[src/rtl/bit_deposit_pkg.sv]
// -----------------------------------------------------------------------------
// bit_deposit_pkg
//   Shared definitions for the bit deposit register: the write operation
//   encoding carried on the op port and the state encoding of the
//   auto-clear (row-complete flash) controller.
//
//   Contents:
//     op_e     - 2-bit write operation (OP_LOAD / OP_SET / OP_CLR / OP_TGL)
//     state_e  - controller state (ST_IDLE / ST_FLASH)
//     op_apply - result of applying one operation to a single stored bit
// -----------------------------------------------------------------------------
package bit_deposit_pkg;

    typedef enum logic [1:0] {
        OP_LOAD = 2'b00,  // bit <= bit_in
        OP_SET  = 2'b01,  // bit <= 1
        OP_CLR  = 2'b10,  // bit <= 0
        OP_TGL  = 2'b11   // bit <= ~bit
    } op_e;

    typedef enum logic {
        ST_IDLE  = 1'b0,  // accepting writes
        ST_FLASH = 1'b1   // vector full, holding before the wipe
    } state_e;

    // New value of one stored bit under a given operation.
    function automatic logic op_apply(input op_e op, input logic cur, input logic bit_in);
        logic res;
        res = cur;
        unique case (op)
            OP_LOAD: res = bit_in;
            OP_SET:  res = 1'b1;
            OP_CLR:  res = 1'b0;
            OP_TGL:  res = ~cur;
        endcase
        return res;
    endfunction

endpackage

[src/rtl/bit_deposit_decoder.sv]
// -----------------------------------------------------------------------------
// bit_deposit_decoder
//   Purely combinational next-vector generator. Applies op to the bit of cur
//   addressed by sel and leaves every other bit untouched. A select at or
//   above NrOfDataBits addresses no stored bit: nxt equals cur and in_range
//   is low.
//
//   Ports:
//     sel       in   NrOfSelBits   target bit index
//     op        in   2             write operation (op_e encoding)
//     bit_in    in   1             value used by OP_LOAD
//     cur       in   NrOfDataBits  current stored vector
//     nxt       out  NrOfDataBits  vector after the write
//     in_range  out  1             sel addresses a stored bit
// -----------------------------------------------------------------------------
module bit_deposit_decoder
    import bit_deposit_pkg::*;
#(
    parameter int unsigned NrOfSelBits  = 3,
    parameter int unsigned NrOfDataBits = 8
) (
    input  logic [NrOfSelBits-1:0]  sel,
    input  logic [1:0]              op,
    input  logic                    bit_in,
    input  logic [NrOfDataBits-1:0] cur,
    output logic [NrOfDataBits-1:0] nxt,
    output logic                    in_range
);

    op_e op_dec;

    assign op_dec = op_e'(op);

    // Compare against each implemented index rather than a numeric bound so
    // the select never has to be widened to the parameter's width.
    always_comb begin
        nxt      = cur;
        in_range = 1'b0;
        for (int i = 0; i < int'(NrOfDataBits); i++) begin
            if (sel == i[NrOfSelBits-1:0]) begin
                in_range = 1'b1;
                nxt[i]   = op_apply(op_dec, cur[i], bit_in);
            end
        end
    end

endmodule

[src/rtl/bit_deposit_register.sv]
// -----------------------------------------------------------------------------
// bit_deposit_register
//   Write-side counterpart of the bit selector. Holds an NrOfDataBits vector
//   and changes one bit per accepted write (load / set / clear / toggle),
//   addressed by sel. Reports all-ones / all-zeros, pulses once per rise of
//   full, and pulses on an accepted write whose select is out of range.
//
//   Build option BIT_DEPOSIT_AUTOCLEAR_EN:
//     defined   - once the vector becomes full, writes are refused for
//                 FlashCycles cycles, then the vector is wiped to zero.
//     undefined - no flash state; wr_ready is constant 1 and a full vector
//                 stays full until clear or further writes.
//
//   Ports:
//     clk               in   1             rising-edge clock
//     rst_n             in   1             asynchronous active-low reset
//     wr_valid          in   1             write request
//     wr_ready          out  1             write accepted when valid & ready
//     sel               in   NrOfSelBits   target bit index
//     op                in   2             00 load, 01 set, 10 clear, 11 toggle
//     bit_in            in   1             value for load
//     clear             in   1             synchronous wipe of the whole vector
//     data_out          out  NrOfDataBits  stored vector (registered)
//     full              out  1             data_out is all ones
//     empty             out  1             data_out is all zeros
//     full_pulse        out  1             one-cycle pulse on each rise of full
//     err_out_of_range  out  1             one-cycle pulse after an accepted
//                                          write with sel >= NrOfDataBits
// -----------------------------------------------------------------------------
module bit_deposit_register
    import bit_deposit_pkg::*;
#(
    parameter int unsigned NrOfSelBits  = 3,
    parameter int unsigned NrOfDataBits = 8,
    parameter int unsigned FlashCycles  = 4
) (
    input  logic                    clk,
    input  logic                    rst_n,
    input  logic                    wr_valid,
    output logic                    wr_ready,
    input  logic [NrOfSelBits-1:0]  sel,
    input  logic [1:0]              op,
    input  logic                    bit_in,
    input  logic                    clear,
    output logic [NrOfDataBits-1:0] data_out,
    output logic                    full,
    output logic                    empty,
    output logic                    full_pulse,
    output logic                    err_out_of_range
);

    logic [NrOfDataBits-1:0] data_q, data_d;
    logic [NrOfDataBits-1:0] write_data;  // vector after any write, before the flash wipe
    logic [NrOfDataBits-1:0] dec_data;
    logic                    dec_in_range;
    logic                    accept;
    logic                    full_pulse_q, full_pulse_d;
    logic                    err_q, err_d;

    bit_deposit_decoder #(
        .NrOfSelBits  (NrOfSelBits),
        .NrOfDataBits (NrOfDataBits)
    ) u_decoder (
        .sel      (sel),
        .op       (op),
        .bit_in   (bit_in),
        .cur      (data_q),
        .nxt      (dec_data),
        .in_range (dec_in_range)
    );

    assign accept = wr_valid & wr_ready;

    // Clear wins over a simultaneous write; an out-of-range write completes
    // its handshake but leaves the vector alone.
    always_comb begin
        write_data = data_q;
        if (clear) begin
            write_data = '0;
        end else if (accept && dec_in_range) begin
            write_data = dec_data;
        end
    end

`ifdef BIT_DEPOSIT_AUTOCLEAR_EN

    localparam int unsigned CntW    = (FlashCycles > 1) ? $clog2(FlashCycles) : 1;
    localparam logic [CntW-1:0] CntLast = CntW'(FlashCycles - 1);

    state_e          state_q, state_d;
    logic [CntW-1:0] cnt_q, cnt_d;

    assign wr_ready = (state_q == ST_IDLE);

    always_comb begin
        state_d = state_q;
        cnt_d   = cnt_q;
        data_d  = write_data;
        unique case (state_q)
            ST_IDLE: begin
                if ((&write_data) && !(&data_q)) begin
                    state_d = ST_FLASH;
                    cnt_d   = '0;
                end
            end
            ST_FLASH: begin
                // No writes are accepted here, so write_data is data_q or 0.
                if (clear || (cnt_q == CntLast)) begin
                    data_d  = '0;
                    state_d = ST_IDLE;
                    cnt_d   = '0;
                end else begin
                    cnt_d = cnt_q + 1'b1;
                end
            end
        endcase
    end

    always_ff @(posedge clk or negedge rst_n) begin
        if (!rst_n) begin
            state_q <= ST_IDLE;
            cnt_q   <= '0;
        end else begin
            state_q <= state_d;
            cnt_q   <= cnt_d;
        end
    end

`else

    assign wr_ready = 1'b1;

    always_comb begin
        data_d = write_data;
    end

`endif

    // Pulse is registered alongside the data, so it is high exactly in the
    // first cycle that full is high.
    assign full_pulse_d = (&data_d) & ~(&data_q);
    assign err_d        = accept & ~clear & ~dec_in_range;

    always_ff @(posedge clk or negedge rst_n) begin
        if (!rst_n) begin
            data_q       <= '0;
            full_pulse_q <= 1'b0;
            err_q        <= 1'b0;
        end else begin
            data_q       <= data_d;
            full_pulse_q <= full_pulse_d;
            err_q        <= err_d;
        end
    end

    assign data_out         = data_q;
    assign full             = &data_q;
    assign empty            = ~|data_q;
    assign full_pulse       = full_pulse_q;
    assign err_out_of_range = err_q;

endmodule
[config.mk]
export PLATFORM = sky130hd
export DESIGN_NAME = bit_deposit_register
export DESIGN_NICKNAME = d
export VERILOG_FILES = /design/src/rtl/bit_deposit_pkg.sv /design/src/rtl/bit_deposit_decoder.sv /design/src/rtl/bit_deposit_register.sv
export SDC_FILE = /design/constraint.sdc
export NUM_CORES = 1
export LEC_CHECK = 0
export ABC_AREA = 0
export CAP_MARGIN = 5
export CORE_AREA = 2 2 39 41
export CTS_CLUSTER_SIZE = 12
export DETAILED_ROUTE_END_ITERATION = 12
export DIE_AREA = 0 0 41 43
export DONT_BUFFER_PORTS = 1
export PLACE_DENSITY = 0.71
export SLEW_MARGIN = 20
export SYNTH_ARGS = -nofsm -noshare
export SYNTH_HDL_FRONTEND = slang
export SYNTH_SLANG_ARGS = --single-unit
export TNS_END_PERCENT = 1
[constraint.sdc]
create_clock -name clk -period 2 [get_ports clk]
set_input_delay 0.2 -clock clk [delete_from_list [all_inputs] [get_ports clk]]
set_output_delay 0.2 -clock clk [all_outputs]
set_load 0.005 [all_outputs]
==> results.tsv, run 1 <==
metric	value	unit
final_max_slew_viol_count	0	
worst_ep_required_time	1.80	ns
yosysWarnings	0	
root_buffer	clkbuf_4	
wl_met3	165	um
netlist_area	657	um^2
synth_cells	71	
grt_max_degree	13	
grt_pass1_wl	2420	um
ys_async_sr_fraction	100	%
syn_to_final_growth	8.38	%
vias	603	
arrival	1.38	ns
critical_path_class	reg2out	
setup_violations	0	
power_leakage	0.295	nW
seq_area_frac_synth	38.1	%
gp_congestion	0.818	
drt-met1-wl	643	um
synth_edf_count	0	
status	finished, final reports clean	
h-tree-depth	1	
die_w	41	um
setup_tns	0	ns
numCtsBuffers	3	
post-route-cell-area	712	um^2
die_area	1760	um^2
cts_setup_buffers	0	
start_util	47.5	%
path_max_fanout	6	
cts_tree	done	
grt_overflow	0	
power_density	561	nW/um^2
ir_worst_vdd	0.000176	V
synth_nets	81	
postPlaceCellArea	659	um^2
clk_path_buf_depth	2	
yosys.area.top_type	dfrtp_1	
drive_gt1_share	14.9	%
ant_nets	0	
num_antenna_cells	0	
drt-wirelength-per-cell	17.6	um
insertion_delay	0.25	ns
p_switching	95.0	uW
min_path_type	in2reg	
grt_pass1_vias	572	
crit_path_start_kind	flop	
internal_power	304	uW
port_buffers	0	
rows	14	
synth.most_common_cell	dfrtp_1	
fin_crit_sh	79.0	%
clock_power_share	31.8	%
hold_violations	0	
antenna_found_initial	0	
timing.fmax	633	MHz
io_pins	23	
core_area	1380	um^2
post-dp-hpwl	1160	um
viasPerCell	6.70	
cts.sinks	10	
synth.avg_cell_area	9.25	um^2
skew	0.00455	ns
die_h	43	um
ys_top_cells_by_count	dfrtp_1, nor2_1, a21oi_1, a41oi_1	
drv_cap	0	
first_iter_violations	28	
crit_path_end_kind	output port	
finalNetCount	86	
path_clk_slew	0.06	ns
synth_top_area_share	38.1	%
synth-seq-cells	10	
rsz0062_at_grt	false	
wl	1590	um
switching_share	23.8	%
p_comb_share	13.5	%
wl_met2	760	um
synthFlopType	dfrtp_1	
routed.top_layer	met4	
drcViolationCount	0	
synthDistinctLibCells	29	
drt_pass1_iterations	4	
seqPwrFrac	54.7	%
synth_area_leaders	dfrtp_1, a41oi_1, a311oi_2, nor2_1, a21oi_1	
track_usage	20.0	%
fin_crit	1.58	ns
cells by family after synthesis:
kind of cell | Yosys count | share of synthesized area [%]
simple gates | 26 | 24.2
compound gates | 22 | 25.3
flops | 10 | 38.1
buf+inv | 9 | 6.10
mux | 2 | 5.14
other cells | 2 | 1.14
path summary, 6_finish.rpt:
path                       cells after the start   startpoint          end  slack, ns
max                                            2  data_out[7]        empty       0.42
min                                            1        clear  data_out[4]      0.005
max reg2reg                                    4  data_out[0]   full_pulse       0.45
min reg2reg                                    2  data_out[4]  data_out[4]       0.70
max in group asynchronous                      1        rst_n  data_out[2]       1.37
min in group asynchronous                      1        rst_n  data_out[4]       0.32
layer usage:
metal  up-vias  GRT usage, %
li1        277             -
met1       291          27.2
met2        33          29.4
met3         2          3.14
met4         0          10.0
met5         -             0
area by class of cell:
cell class / instances / area (um^2)
inverter: 6 / 22.5
fill: 138 / 672
clock buffer: 3 / 22.5
timing repair buffer: 3 / 30.0
tap: 16 / 20.0
sequential: 10 / 250
multi-input combinational: 52 / 367
what timing repair did:
| item | in CTS | in global routing |
|---|---|---|
| gates resized for setup | 0 | 0 |
| endpoints found under the setup margin | 0 | 0 |
| hold buffers | 2 | 1 |
| endpoints found under the hold margin | 11 | 2 |
worst max-delay path: stages, from the launching register on:
cell     delay [ns]
dfrtp_1        0.45
or4_1          0.54
nor2_1         0.13
power by group through the flow:
stage	Combinational (mW)	Sequential, mW	Clock (mW)
CTS	0.0519	0.218	0.131
detailed placement	0.0446	0.222	0
floorplan	0.0461	0.219	0
finish	0.0539	0.218	0.127
global placement	0.0438	0.222	0
global route	0.0608	0.220	0.146
registers in the layout, summed over array words and instances, names as in the netlist:
register and cells:
data_out 8, err_out_of_range 1, full_pulse 1
per-stage QoR:
step,total power [mW],hold WS (ns),setup WS [ns],instances,util (%)
3_3_place_gp,0.265,-0.0954,0.526,84,47.6
3_5_place_dp,0.266,-0.0954,0.458,84,47.6
2_1_floorplan,0.265,-0.0956,0.563,71,-
6_report,0.399,0.00507,0.420,90,51.4
4_1_cts,0.401,0.00105,0.406,89,50.7
5_1_grt,0.426,0.00111,0.323,90,51.4
cells in the final DEF, fill, tap and decap left out, drive strengths merged:
cell         synthesis  layout
dfrtp               10      10
nor3                 1       1
mux2                 1       1
a311oi               4       4
mux4                 1       1
and3                 1       1
a41oi                5       5
o21bai               2       2
and4b                2       2
nand3                1       1
a211oi               1       1
nand4bb              1       1
nand2                2       2
and2b                1       1
o21ai                3       3
clkbuf               0       3
or2b                 3       3
nor2                 8       8
and4                 1       1
nand4                2       2
or2                  1       1
or4                  2       2
conb                 2       2
a31oi                2       2
dlygate4sd3          0       3
a21oi                5       5
inv                  6       6
No activity file was read; power rests on OpenSTA's default activity.
==> run 2: changes to the inputs <==
==> constraint.sdc (replaced) <==
create_clock -name clk -period 1.65 [get_ports clk]
set_input_delay 0.165 -clock clk [delete_from_list [all_inputs] [get_ports clk]]
set_output_delay 0.165 -clock clk [all_outputs]
set_load 0.005 [all_outputs]
==> run 2 against run 1 <==
Effect of this change:
- global-route usage barely moved
- flip-flop and latch count unchanged
- clock power is 25% higher
- combinational power increased by 31%
- die area unchanged
- core utilization rose by 0.27 points
- setup slack got worse by 0.34 ns
- sequential power rose by 22%
- first-iteration DRC count rose by 7.1%
- largest cell class unchanged
- largest power group unchanged
==> results.tsv, run 2 (synthesis results as in run 1) <==
metric	value	unit
start_util	47.5	%
ant_nets	0	
largest_reg_flops	8	
wl	1570	um
crit_path_end_kind	output port	
cts_tree	done	
critPathMaxStageDelay	0.50	ns
drt_pass1_iterations	4	
worst_ep_required_time	1.48	ns
die_h	43	um
setup_violations	0	
path_buf_inv	1	
crit_path_start_kind	flop	
grt_pass1_vias	515	
skew	0.00236	ns
drive_gt1_share	18.9	%
core_area	1380	um^2
power_leakage	0.296	nW
grt_pass1_wl	2390	um
drv_cap	0	
post-route-cell-area	716	um^2
track_usage	20.0	%
timing.fmax	637	MHz
drcViolationCount	0	
cts.sinks	10	
first_iter_violations	30	
arrival	1.40	ns
fin_crit_sh	95.1	%
rsz0062_at_grt	false	
setup_tns	0	ns
path_cells	buf_4, or4_4, nor2_2	
finalNetCount	86	
root_buffer	clkbuf_4	
die_area	1760	um^2
insertion_delay	0.26	ns
critical_path_class	reg2out	
h-tree-depth	1	
layout_common_cells	dfrtp_1, nor2_1, a41oi_1, a21oi_1	
postPlaceCellArea	667	um^2
status	finished, final reports clean	
vias	583	
cp_slowest_cell	or4_4	
grt_max_degree	13	
final_util	51.7	%
grt_overflow	0	
hold_violations	0	
viasPerCell	6.48	
drt-wirelength-per-cell	17.5	um
min_path_type	in2reg	
critPathTopFamily	simple AND/OR/NAND/NOR gates	
port_buffers	0	
path_clk_slew	0.06	ns
layout_commonest_cell	dfrtp_1	
rows	14	
clk_path_buf_depth	2	
syn_to_final_growth	8.95	%
post-dp-hpwl	1170	um
io_pins	23	
ir_worst_vdd	0.000267	V
numCtsBuffers	3	
num_antenna_cells	0	
die_w	41	um
antenna_found_initial	0	
gp_congestion	0.845	
fin_crit	1.57	ns
final_max_slew_viol_count	0	
path_max_fanout	4	
power_density	691	nW/um^2
==> run 2: layout make-up <==
cell class / count / area (um^2)
fillers: 123 / 668
multi-input cells: 52 / 373
flip-flops and latches: 10 / 250
repair buffers: 3 / 27.5
clock buffers: 3 / 22.5
inverters: 6 / 22.5
well taps: 16 / 20.0
==> run 2: metal layers <==
layer | GRT usage (%) | part of all wire (%) | vias up
li1 | - | - | 275
met2 | 29.1 | 45 | 39
met1 | 28.3 | 43 | 266
met3 | 3.66 | 11 | 3
met5 | 0 | 0 | -
met4 | 8.00 | 1.5 | 0
==> run 2: metrics by stage <==
step | instances | worst slack, ns | total power [mW] | hold slack [ns]
3_3_place_gp | 85 | 0.264 | 0.323 | -0.130
4_1_cts | 90 | 0.0460 | 0.492 | 0.0165
5_1_grt | 90 | 0.0101 | 0.521 | 0.0311
3_5_place_dp | 85 | 0.156 | 0.325 | -0.130
2_1_floorplan | 71 | 0.213 | 0.321 | -0.131
6_report | 90 | 0.0809 | 0.494 | 0.0150
==> run 2: where the power goes <==
part	total, mW	internal (mW)	switching, mW
combinational	0.0707	0.0349	0.0357
clock	0.159	0.0838	0.0752
sequential	0.265	0.253	0.0118
==> run 2: worst paths after layout <==
kind / cells past startpoint / end / slack, ns / start
hold / removal: 1 / data_out[6] / 0.02 / sel[1]
min in group asynchronous: 1 / data_out[4] / 0.28 / rst_n
setup / recovery: 3 / empty / 0.08 / data_out[0]
setup reg to reg: 4 / full_pulse / 0.15 / data_out[0]
hold reg to reg: 2 / data_out[0] / 0.68 / data_out[0]
max in group asynchronous: 1 / data_out[1] / 1.06 / rst_n
==> run 2: timing repair <==
| item | CTS | global route |
|---|---|---|
| hold buffers | 2 | 0 |
| gates resized for setup | 0 | 2 |
| hold endpoints to repair | 16 | 0 |
| setup buffers | 0 | 0 |
| endpoints found under the setup margin | 0 | 1 |
==> run 3: changes to the inputs <==
--- a/config.mk
+++ b/config.mk
@@ -6,13 +6,13 @@
 export NUM_CORES = 1
 export LEC_CHECK = 0
 export ABC_AREA = 0
+export BUFFER_PORTS_ARGS = -buffer_cell sky130_fd_sc_hd__buf_2
 export CAP_MARGIN = 5
-export CORE_AREA = 2 2 39 41
+export CORE_MARGIN = 2
+export CORE_UTILIZATION = 47
 export CTS_CLUSTER_SIZE = 12
 export DETAILED_ROUTE_END_ITERATION = 12
-export DIE_AREA = 0 0 41 43
-export DONT_BUFFER_PORTS = 1
-export PLACE_DENSITY = 0.71
+export PLACE_DENSITY = 0.83
 export SLEW_MARGIN = 20
 export SYNTH_ARGS = -nofsm -noshare
 export SYNTH_HDL_FRONTEND = slang
==> run 3 against run 2 <==
Effect of this change:
- wire length grew 5.0%
- sequential power shrank 2%
- largest cell class unchanged
- core utilization rose by 12 points
- global-route usage up 3.1 points
==> results.tsv, run 3 (synthesis results as in run 1) <==
metric	value	unit
viasPerCell	6.21	
fin_crit	1.59	ns
numCtsBuffers	3	
wl	1650	um
status	finished, final reports clean	
timing.fmax	629	MHz
io_pins	23	
holdWs	0.181	ns
skew	0.00365	ns
layout_commonest_cell	buf_2	
vias	689	
largest_reg_flops	8	
r2r_slack	0.13	ns
path_max_fanout	6	
met3_usage	4.79	%
crit_path_start_kind	flop	
clk_path_buf_depth	2	
grt_overflow	0	
post-dp-hpwl	1250	um
h-tree-depth	1	
power_density	717	nW/um^2
port_buffers	21	
grt_pass1_wl	2570	um
ir_worst_vdd	0.000478	V
grt_pass1_vias	577	
arrival	1.42	ns
drv_cap	0	
power_leakage	0.399	nW
internal_power	433	uW
drt-wirelength-per-cell	14.9	um
syn_to_final_growth	25.9	%
cts.sinks	10	
switching_share	27.1	%
first_iter_violations	24	
post-route-cell-area	827	um^2
p_comb_share	17.8	%
busiest_layer	met2	
hold_violations	0	
path_clk_slew	0.07	ns
antenna_found_initial	0	
die_h	41.4	um
gp_congestion	0.878	
final_max_slew_viol_count	0	
postPlaceCellArea	763	um^2
start_util	50.5	%
insertion_delay	0.27	ns
drt_pass1_iterations	4	
root_buffer	clkbuf_4	
cts_tree	done	
layout_common_cells	buf_2, nor2_1, dfrtp_1, a41oi_1, a21oi_1	
rsz0062_at_grt	true	
setup_violations	0	
min_path_type	in2reg	
worst_slack	0.0601	ns
die_w	41.4	um
core_area	1300	um^2
use_met2	35.5	%
drcViolationCount	0	
die_area	1710	um^2
p_switching	161	uW
place_ws	0.127	ns
clock_power_share	38.3	%
grt_max_degree	13	
seqPwrFrac	43.9	%
setup_tns	0	ns
met1_usage	30.3	%
critical_path_class	reg2out	
crit_path_end_kind	output port	
num_antenna_cells	0	
drive_gt1_share	38.5	%
fin_crit_sh	96.4	%
worst_ep_required_time	1.48	ns
finalNetCount	107	
ant_nets	0	
track_usage	23.1	%
rows	13	
==> run 3: per-layer routing <==
layer | part of all wire (%) | wire length, um | vias up
met3 | 7.4 | 123 | 4
met5 | 0 | 0 | -
met4 | 1.4 | 23 | 0
met1 | 42 | 701 | 328
li1 | - | - | 322
met2 | 49 | 804 | 35
==> run 3: area by class of cell <==
cell class | count | area, um^2
Sequential cell | 10 | 253
Fill cell | 114 | 474
Clock buffer | 4 | 36.3
Inverter | 6 | 22.5
Timing Repair Buffer | 24 | 130
Tap cell | 15 | 18.8
Multi-Input combinational cell | 52 | 367
==> run 3: worst paths after layout <==
check / from / endpoint / cells after the start
worst max-delay path: data_out[4] / empty / 3
worst min-delay path: clear / data_out[2] / 2
worst max register to register: data_out[0] / full_pulse / 4
worst min register to register: data_out[4] / data_out[4] / 2
max in group asynchronous: rst_n / data_out[7] / 2
min in group asynchronous: rst_n / data_out[1] / 2
==> run 3: worst max-delay path, stage by stage, from the launching register on <==
cell and delay (ns):
dfrtp_1 0.43, or4_1 0.51, nor2_1 0.10, buf_2 0.11
==> run 3: power by group through the flow <==
| stage | Combinational [mW] | Sequential, mW | Clock (mW) |
|---|---|---|---|
| final | 0.106 | 0.261 | 0.227 |
| after global routing | 0.117 | 0.262 | 0.246 |
| after CTS | 0.101 | 0.262 | 0.228 |
| after detailed placement | 0.0984 | 0.267 | 0 |
| after global placement | 0.0961 | 0.266 | 0 |
| after floorplan | 0.0559 | 0.265 | 0 |
==> run 3: what timing repair did <==
| item | in CTS | in global routing |
|---|---|---|
| hold endpoints to repair | 10 | 0 |
| buffers inserted | 0 | 2 |
| gates resized for setup | 0 | 2 |
| setup endpoints to repair | 0 | 1 |
| hold buffers | 1 | 0 |
==> run 3: through the flow <==
stage,util [%],std cells,power [mW]
finish,63.6,111,0.593
global route,63.6,111,0.625
CTS,62.2,109,0.591
detailed placement,58.7,104,0.365
global placement,58.7,104,0.363
floorplan,-,71,0.321
